--- src/rtl/traffic_light_ctrl.sv ---
// rtl/traffic_light_ctrl.sv - traffic light sequencer with two timer profiles and blink modes
module traffic_light_ctrl #(
  parameter int unsigned BLINK_HALF = 16
) (
  input  logic        pclk,
  input  logic        preset,
  input  logic        mod_en,
  input  logic        profile,
  input  logic        blink_red,
  input  logic        blink_yellow,
  input  logic [31:0] timer_0,
  input  logic [31:0] timer_1,
  output logic [1:0]  state_o,
  output logic        red_o,
  output logic        yellow_o,
  output logic        green_o,
  output logic        phase_pulse_o
);

  typedef enum logic [1:0] {
    S_RED    = 2'b00,
    S_GREEN  = 2'b01,
    S_YELLOW = 2'b10,
    S_BLINK  = 2'b11
  } state_t;

  localparam logic [15:0] HALF_M1 = 16'(BLINK_HALF - 1);

  state_t      state_q, state_d;
  logic [11:0] cnt_q, cnt_d;
  logic [15:0] bcnt_q, bcnt_d;
  logic        lit_q, lit_d;
  logic        running_q, running_d;
  logic        red_q, red_d;
  logic        yellow_q, yellow_d;
  logic        green_q, green_d;
  logic        pulse_q, pulse_d;

  logic [31:0] sel_timer;
  logic [11:0] g2y, r2g, y2r;
  logic        blink_any;

  assign sel_timer = profile ? timer_1 : timer_0;
  assign g2y       = sel_timer[31:20];
  assign r2g       = sel_timer[19:8];
  assign y2r       = {4'd0, sel_timer[7:0]};
  assign blink_any = blink_red | blink_yellow;

  always_ff @(posedge pclk) begin
    if (preset) begin
      state_q   <= S_RED;
      cnt_q     <= '0;
      bcnt_q    <= '0;
      lit_q     <= 1'b0;
      running_q <= 1'b0;
      red_q     <= 1'b0;
      yellow_q  <= 1'b0;
      green_q   <= 1'b0;
      pulse_q   <= 1'b0;
    end else begin
      state_q   <= state_d;
      cnt_q     <= cnt_d;
      bcnt_q    <= bcnt_d;
      lit_q     <= lit_d;
      running_q <= running_d;
      red_q     <= red_d;
      yellow_q  <= yellow_d;
      green_q   <= green_d;
      pulse_q   <= pulse_d;
    end
  end

  // Priority: disable, then blink request, then (re)entry into RED, then dwell countdown.
  always_comb begin
    state_d   = state_q;
    cnt_d     = cnt_q;
    bcnt_d    = bcnt_q;
    lit_d     = lit_q;
    running_d = running_q;
    if (!mod_en) begin
      state_d   = S_RED;
      cnt_d     = '0;
      bcnt_d    = '0;
      lit_d     = 1'b0;
      running_d = 1'b0;
    end else if (blink_any) begin
      state_d   = S_BLINK;
      cnt_d     = '0;
      running_d = 1'b1;
      if (state_q != S_BLINK) begin
        bcnt_d = '0;
        lit_d  = 1'b1;
      end else if (bcnt_q == HALF_M1) begin
        bcnt_d = '0;
        lit_d  = ~lit_q;
      end else begin
        bcnt_d = bcnt_q + 16'd1;
      end
    end else if (!running_q || state_q == S_BLINK) begin
      state_d   = S_RED;
      cnt_d     = r2g;
      bcnt_d    = '0;
      lit_d     = 1'b0;
      running_d = 1'b1;
    end else if (cnt_q != 12'd0) begin
      cnt_d = cnt_q - 12'd1;
    end else begin
      case (state_q)
        S_RED:    begin state_d = S_GREEN;  cnt_d = g2y; end
        S_GREEN:  begin state_d = S_YELLOW; cnt_d = y2r; end
        default:  begin state_d = S_RED;    cnt_d = r2g; end
      endcase
    end
  end

  // Lamps are registered, so they are decoded from the next state.
  always_comb begin
    pulse_d  = running_d && (!running_q || state_d != state_q);
    red_d    = running_d && ((state_d == S_RED) ||
                             (state_d == S_BLINK && blink_red && lit_d));
    yellow_d = running_d && ((state_d == S_YELLOW) ||
                             (state_d == S_BLINK && !blink_red && lit_d));
    green_d  = running_d && (state_d == S_GREEN);
  end

  assign state_o       = state_q;
  assign red_o         = red_q;
  assign yellow_o      = yellow_q;
  assign green_o       = green_q;
  assign phase_pulse_o = pulse_q;

endmodule

--- config.mk ---
export PLATFORM = sky130hd
export DESIGN_NAME = traffic_light_ctrl
export DESIGN_NICKNAME = d
export VERILOG_FILES = /design/src/rtl/traffic_light_ctrl.sv
export SDC_FILE = /design/constraint.sdc
export NUM_CORES = 1
export LEC_CHECK = 0
export ABC_AREA = 0
export CAP_MARGIN = 20
export CORE_MARGIN = 8
export CORE_UTILIZATION = 40
export CTS_BUF_LIST = sky130_fd_sc_hd__clkbuf_2 sky130_fd_sc_hd__clkbuf_4 sky130_fd_sc_hd__clkbuf_8
export DETAILED_ROUTE_END_ITERATION = 6
export PLACE_DENSITY = 0.71
export SYNTH_ARGS = -nofsm -noshare
export SYNTH_HDL_FRONTEND = slang
export SYNTH_SLANG_ARGS = --single-unit
--- constraint.sdc ---
create_clock -name pclk -period 2 [get_ports pclk]
set_input_delay 0.6 -clock pclk [delete_from_list [all_inputs] [get_ports pclk]]
set_output_delay 0.6 -clock pclk [all_outputs]
set_load 0.02 [all_outputs]
# [Word-level counts from Yosys, hierarchy flattened]
# Cells that the tools add are included.
[classes] add_sub_neg=2 eq_ne=8 n_mux=21 bitwise_logic=3 n_reduce_logical=20
[ops] op="2-to-1 mux 16 bit" count=4
[ops] op="2-to-1 mux 32 bit" count=1
[ops] op="2-to-1 mux 12 bit" count=2
[ops] op="case mux 12 bit (2 select lines)" count=1
[ops] op="adder 16 x 1 -> 16 bit (second input constant)" count=1
[ops] op="equality test 16 x 4 -> 1 bit (second input constant)" count=1
[ops] op="nonzero test 12 bit" count=1
[ops] op="subtractor 12 x 1 -> 12 bit (second input constant)" count=1
[ops] op="logical AND 1 bit" count=8
[ops] op="2-to-1 mux 1 bit" count=8
[ops] op="2-to-1 mux 2 bit" count=4
[ops] op="equality test 2 bit (second input constant)" count=3
[ops] op="equality test 2 x 1 -> 1 bit (second input constant)" count=2
[ops] op="zero test 2 bit" count=2
[ops] op="logical OR 1 bit" count=4
[ops] op="case mux 2 bit (2 select lines)" count=1
[ops] op="OR reduction 3 bit" count=1
[ops] op="zero test 1 bit" count=2
[ops] op="inequality test 2 bit" count=1
[ops] op="inequality test 2 bit (second input constant)" count=1
[ops] op="NOT 1 bit" count=2
[ops] op="nonzero test 2 bit" count=1
[ops] op="OR reduction 2 bit" count=1
[ops] op="bitwise OR 1 bit" count=1
[word_totals] regBits=36 input_bits=70 out_inout_bits=6 wordCells=63

# [Logic depth before layout (Yosys ltp)]
[depth] ltp_word=11 ltp_mapped=9 mapped_depth_nobuf=7

# [Worst setup path before layout]
# OpenSTA, ideal clock, no wires.
[synth_timing] kind="input -> register" from="in profile" to="reg cnt_q[6]" setup_time_ns=0.128 t_arrival_ns=1.712 t_required_ns=1.872 slack_ns=0.160 cell_stages=5 path_buffers=2 cell_sequence="buf_4 buf_6 mux4_2 a211oi_1 o22ai_1"
[synth_via] elab_chain_cells=4
[synth_rtl] item="start, declared" line_no="8" text="input logic profile,"
[synth_rtl] item="2-to-1 mux 32 bit *" line_no="43" text="assign sel_timer = profile ? timer_1 : timer_0;"
[synth_rtl] item="case mux 12 bit (2 select lines)" line_no="108" text="case (state_q)"
[synth_rtl] item="2-to-1 mux 12 bit" line_no="105" text="end else if (cnt_q != 12'd0) begin"
[synth_rtl] item="2-to-1 mux 12 bit *" line_no="99" text="end else if (!running_q || state_q == S_BLINK) begin"
[synth_rtl] item="end signal, assigned" line_no="62" text="cnt_q <= cnt_d;"
[synth_rtl] item="end, declared" line_no="30" text="logic [11:0] cnt_q, cnt_d;"
# Mark *: on every way between the ends. The rest lies on a longest branch, timed or not.
# A chain may end at the register's enable or synchronous reset.

# [Worst setup path after layout]
[layout_timing] from="reg cnt_q[1]" to="reg yellow_q (netlist: yellow_o)"
[layout_via] elab_chain_cells=10 elab_cells_between_ends=11 classes_between="eq/ne: 2; mux: 4; reduce/logical: 5"
[layout_rtl] item="nonzero test 12 bit *" line_no="105"
[layout_rtl] item="2-to-1 mux 2 bit *" line_no="105"
[layout_rtl] item="2-to-1 mux 2 bit *" line_no="99"
[layout_rtl] item="2-to-1 mux 2 bit *" line_no="86" text="end else if (blink_any) begin"
[layout_rtl] item="2-to-1 mux 2 bit *" line_no="80" text="if (!mod_en) begin"
[layout_rtl] item="equality test 2 bit" line_no="122" text="(state_d == S_BLINK && !blink_red && lit_d));"
[layout_rtl] item="logical AND 1 bit (2 in series)" line_no="122"
[layout_rtl] item="logical OR 1 bit *" line_no="121" text="yellow_d = running_d && ((state_d == S_YELLOW) ||"
[layout_rtl] item="logical AND 1 bit *" line_no="121"
[layout_rtl] item="end signal, assigned" line_no="67" text="yellow_q <= yellow_d;"
[layout_rtl] item="end, declared" line_no="35" text="logic yellow_q, yellow_d;"
# Marked as above.

==> results.txt <==
* Maximum buffer depth of the clock tree: 2
- Cell at the root of the clock tree: clkbuf_8
- The synthesized design contains 36 register bits.
- Static leakage power: 1.40 nW
- Reg power frac: 37.8%
- Synthesis handed over a netlist of 281 instances.
* Cell internal power dissipation: 0.00145 W
* Total count of hold-check failures in the final report: 0
- Dividing the synthesized area by the synthesized cell count gives 8.94 sq um.
- The number of pins exceeding their max-slew limit in the final report was 0.
* Pin slew with the least headroom to its limit: 420 ps
* Crit share post-route: 94.8%
- In this run the remaining antenna-violating nets after routing total 0.
- First drt pass iteration count: 4
* Layout Cells excl Fill: 469
- Die width: 95.3 um
* Placed wire-length estimate after detailed placement: 6430 um
- Switching share of power: 26.7%
* Status: finished, final reports clean
- The filler cells instantiated in the layout total 532.
- For this configuration, the core starts out at a cell density of 40.5%.
- The first global-routing pass estimated 13300 um of wire.
- Highest clock frequency the design can meet: 527 MHz
- The library cell used most frequently in the layout, excluding fill and tap cells, is clkdlybuf4s50_1.
* Yosys Warn Count: 0
- Placer congestion estimate: 0.966
- The mapped netlist covers 2510 sq um.
* Global-route total usage across every layer: 18.8%
* Max_cap viols: 0
- In the final routed layout, each cell accounts on average for 17.3 um.
- Leaving out fill and tap cells, the most frequent cells in the layout are 72 x clkdlybuf4s50_1, 42 x nor2_1, 36 x dfxtp_1.
- Share of flip-flops with an asynchronous set or reset after synthesis: 0%
- TritonCTS clock tree: built
- CTS H-tree lvls: 2
- Crit end category: flip-flop
- Max incr delay on CP: 370 ps
* Endpoint required time on the critical path: 2210 ps
* Startpoint type of the worst setup path: flip-flop
- In this run the tightest slew margin relative to its limit is 71.8%.
- Logic gate share of total power: 28.9%
- Post-Syn Nets: 354
- The critical path goes through inv_1 > ha_1 > nor4b_4 > and4b_2 > buf_4 > xnor2_2 > o21ai_2 > a311oi_2.
* Critical Setup Path Class: flip-flop to flip-flop
* Vias/cell: 5.50
- Final setup vio count: 0
- Initial antenna violation count: 0
- Setup repair after global routing left no endpoint under its margin.
* Number of antenna repair diodes: 0
- In the routed design, unresolved DRC markers number 0.
- Total negative slack: 0 ps
* Largest fanout on the critical path: 4
* Maximum number of pins on one net before global-route repair: 19
* Maximum VDD drop: 0.344 mV
- Among all stages on the critical path, the largest delay is contributed by and4b_2.
- Synth cell types: 67
- Proportion of synthesized chip area in sequential cells: 28.7%
* Final min period: 1900 ps
- Clock sink count: 36
- The detailed router finished its first iteration with 109 violations.
- Yosys mapped a number of flops with a built-in enable equal to 0.
* Number of CTS-inserted buffers: 5
- Clock-pin slew on the worst setup and hold paths: 80 ps
- Global routing finished with a remaining overflow of 0.
* Routed wire length: 8120 um
- IO Pins: 76
- In this run the power spent charging and discharging nets is 0.000529 W.
* Arrival time of the worst setup path: 2100 ps
* Worst clock skew: 7.51 ps
* Primary FF master, synth: dfxtp_1
* Clock share of power: 33.3%
- Cells with a size suffix above 1 make up 20.9% of the layout.
- Area enclosed by the die boundary: 9070 sq um
- The number of global-route vias before repair was 2633.
* Fin nets: 464
- Cell area power density: 525 nW/um^2
* Placed instance count: 455
- Buffers placed on the I/O ports in this run total 75.
- Height of the chip: 95.3 um
* Detailed-route via count: 2580
- Worst skew pair latency: 300 ps
* Post-synthesis to final-layout area growth: 50.0%
* Core Region: 6200 sq um
- The path class of the tightest hold or removal check is flip-flop to flip-flop.
- CTS Hold Bufs: 0
- Rows: 29
-- cell families after synthesis --
group	Yosys count	synth area share, %
simple gates	111	23.8
compound gates	67	19.6
xor+xnor	16	5.88
fa+ha+maj	3	1.49
mux	26	15.0
flops	36	28.7
buf+inv	22	5.48
-- sequential cells by signal, indices dropped and copies added, names as in the netlist --
| register | flops |
|---|---|
| running_q | 1 |
| phase_pulse_o | 1 |
| lit_q | 1 |
| cnt_q | 12 |
| red_o | 1 |
| yellow_o | 1 |
| state_o | 2 |
| bcnt_q | 16 |
| green_o | 1 |
-- layout make-up --
class                   instances  area [sq um]  share of cell area, %
well taps                      77          96.3                   2.56
clock inverters                 2          35.0                  0.929
clock buffers                   6          76.3                   2.02
flip-flops and latches         36           721                   19.1
inverters                       8          30.0                  0.797
repair buffers                117          1140                   30.4
multi-input cells             223          1670                   44.2
-- critical path, delay by kind of cell, from the launching register on --
family,cells,cell delay (ps)
AO/OA/AOI/OAI,2,330
XOR/XNOR,1,120
adder cells (fa/ha/maj),1,150
buffers and inverters,2,240
flip-flops,1,350
AND/OR/NAND/NOR,2,620
-- synthesized netlist by cell type (all sizes together), types with 2 or more instances --
cell type	instances	area share (%)
ha	3	1.5
mux4	8	7.2
o2111ai	3	1.3
and4	3	1.0
a22oi	4	1.2
mux2	4	1.8
nor3	6	1.2
o22ai	4	1.0
and2	2	0.50
o221a	2	0.90
nand2	23	3.4
mux2i	14	6.1
xnor2	15	5.5
o31ai	4	1.2
nand4	3	0.75
inv	7	1.0
o211ai	4	1.4
nand3b	2	0.60
a21boi	2	0.60
nand2b	4	1.0
dfxtp	36	29
a311oi	3	1.0
nand3	9	1.8
buf	11	3.8
o21ai	13	2.9
o31a	2	0.70
nor4	5	2.1
nor2	44	7.3
nand4b	2	0.70
clkbuf	3	0.45
nor3b	2	0.80
a211oi	2	0.60
a31oi	2	0.50
a2111oi	2	1.0
a21oi	14	2.9
-- metrics by stage --
stage | total power [W] | area [sq um] | hold WS [ps] | util [%] | setup WS [ps]
CTS | 0.00196 | 3730 | 529 | 60.1 | 38.0
global route | 0.00207 | 3770 | 568 | 60.8 | 10.2
finish | 0.00198 | 3770 | 539 | 60.8 | 103
floorplan | 0.00105 | 2510 | 460 | - | 160
global placement | 0.00129 | 3570 | 503 | 57.6 | -307
detailed placement | 0.00130 | 3570 | 516 | 57.6 | -333
-- timing repair --
action                     4_1_cts  5_1_grt
cloned                           1        0
buffers inserted                 2        3
pin swaps                        0        2
setup endpoints to repair        3        6
resized for setup                3        5
-- metal layers --
| metal | vias up | GRT usage, % | routed length, um |
|---|---|---|---|
| li1 | 1262 | - | - |
| met1 | 1218 | 23.5 | 3550 |
| met2 | 85 | 31.4 | 4010 |
| met3 | 15 | 3.62 | 374 |
| met4 | 0 | 6.24 | 182 |
| met5 | - | 0 | 0 |
-- worst paths after layout --
check                 start        end  slack [ps]  depth (start not counted)
setup reg to reg   cnt_q[1]   yellow_o         100                          8
hold / removal    bcnt_q[5]  bcnt_q[5]         540                          1
hold reg to reg   bcnt_q[5]  bcnt_q[5]         540                          1
setup / recovery   cnt_q[1]   yellow_o         100                          8
-- power by group through the flow --
| stage | combinational, W | sequential, W | clock [W] |
|---|---|---|---|
| 6_report | 0.000573 | 0.000748 | 0.000659 |
| 5_1_grt | 0.000615 | 0.000750 | 0.000704 |
| 4_1_cts | 0.000546 | 0.000747 | 0.000670 |
| 3_5_place_dp | 0.000533 | 0.000764 | 0 |
| 3_3_place_gp | 0.000528 | 0.000764 | 0 |
| 2_1_floorplan | 0.000289 | 0.000766 | 0 |
No activity file was read; power rests on OpenSTA's default activity.
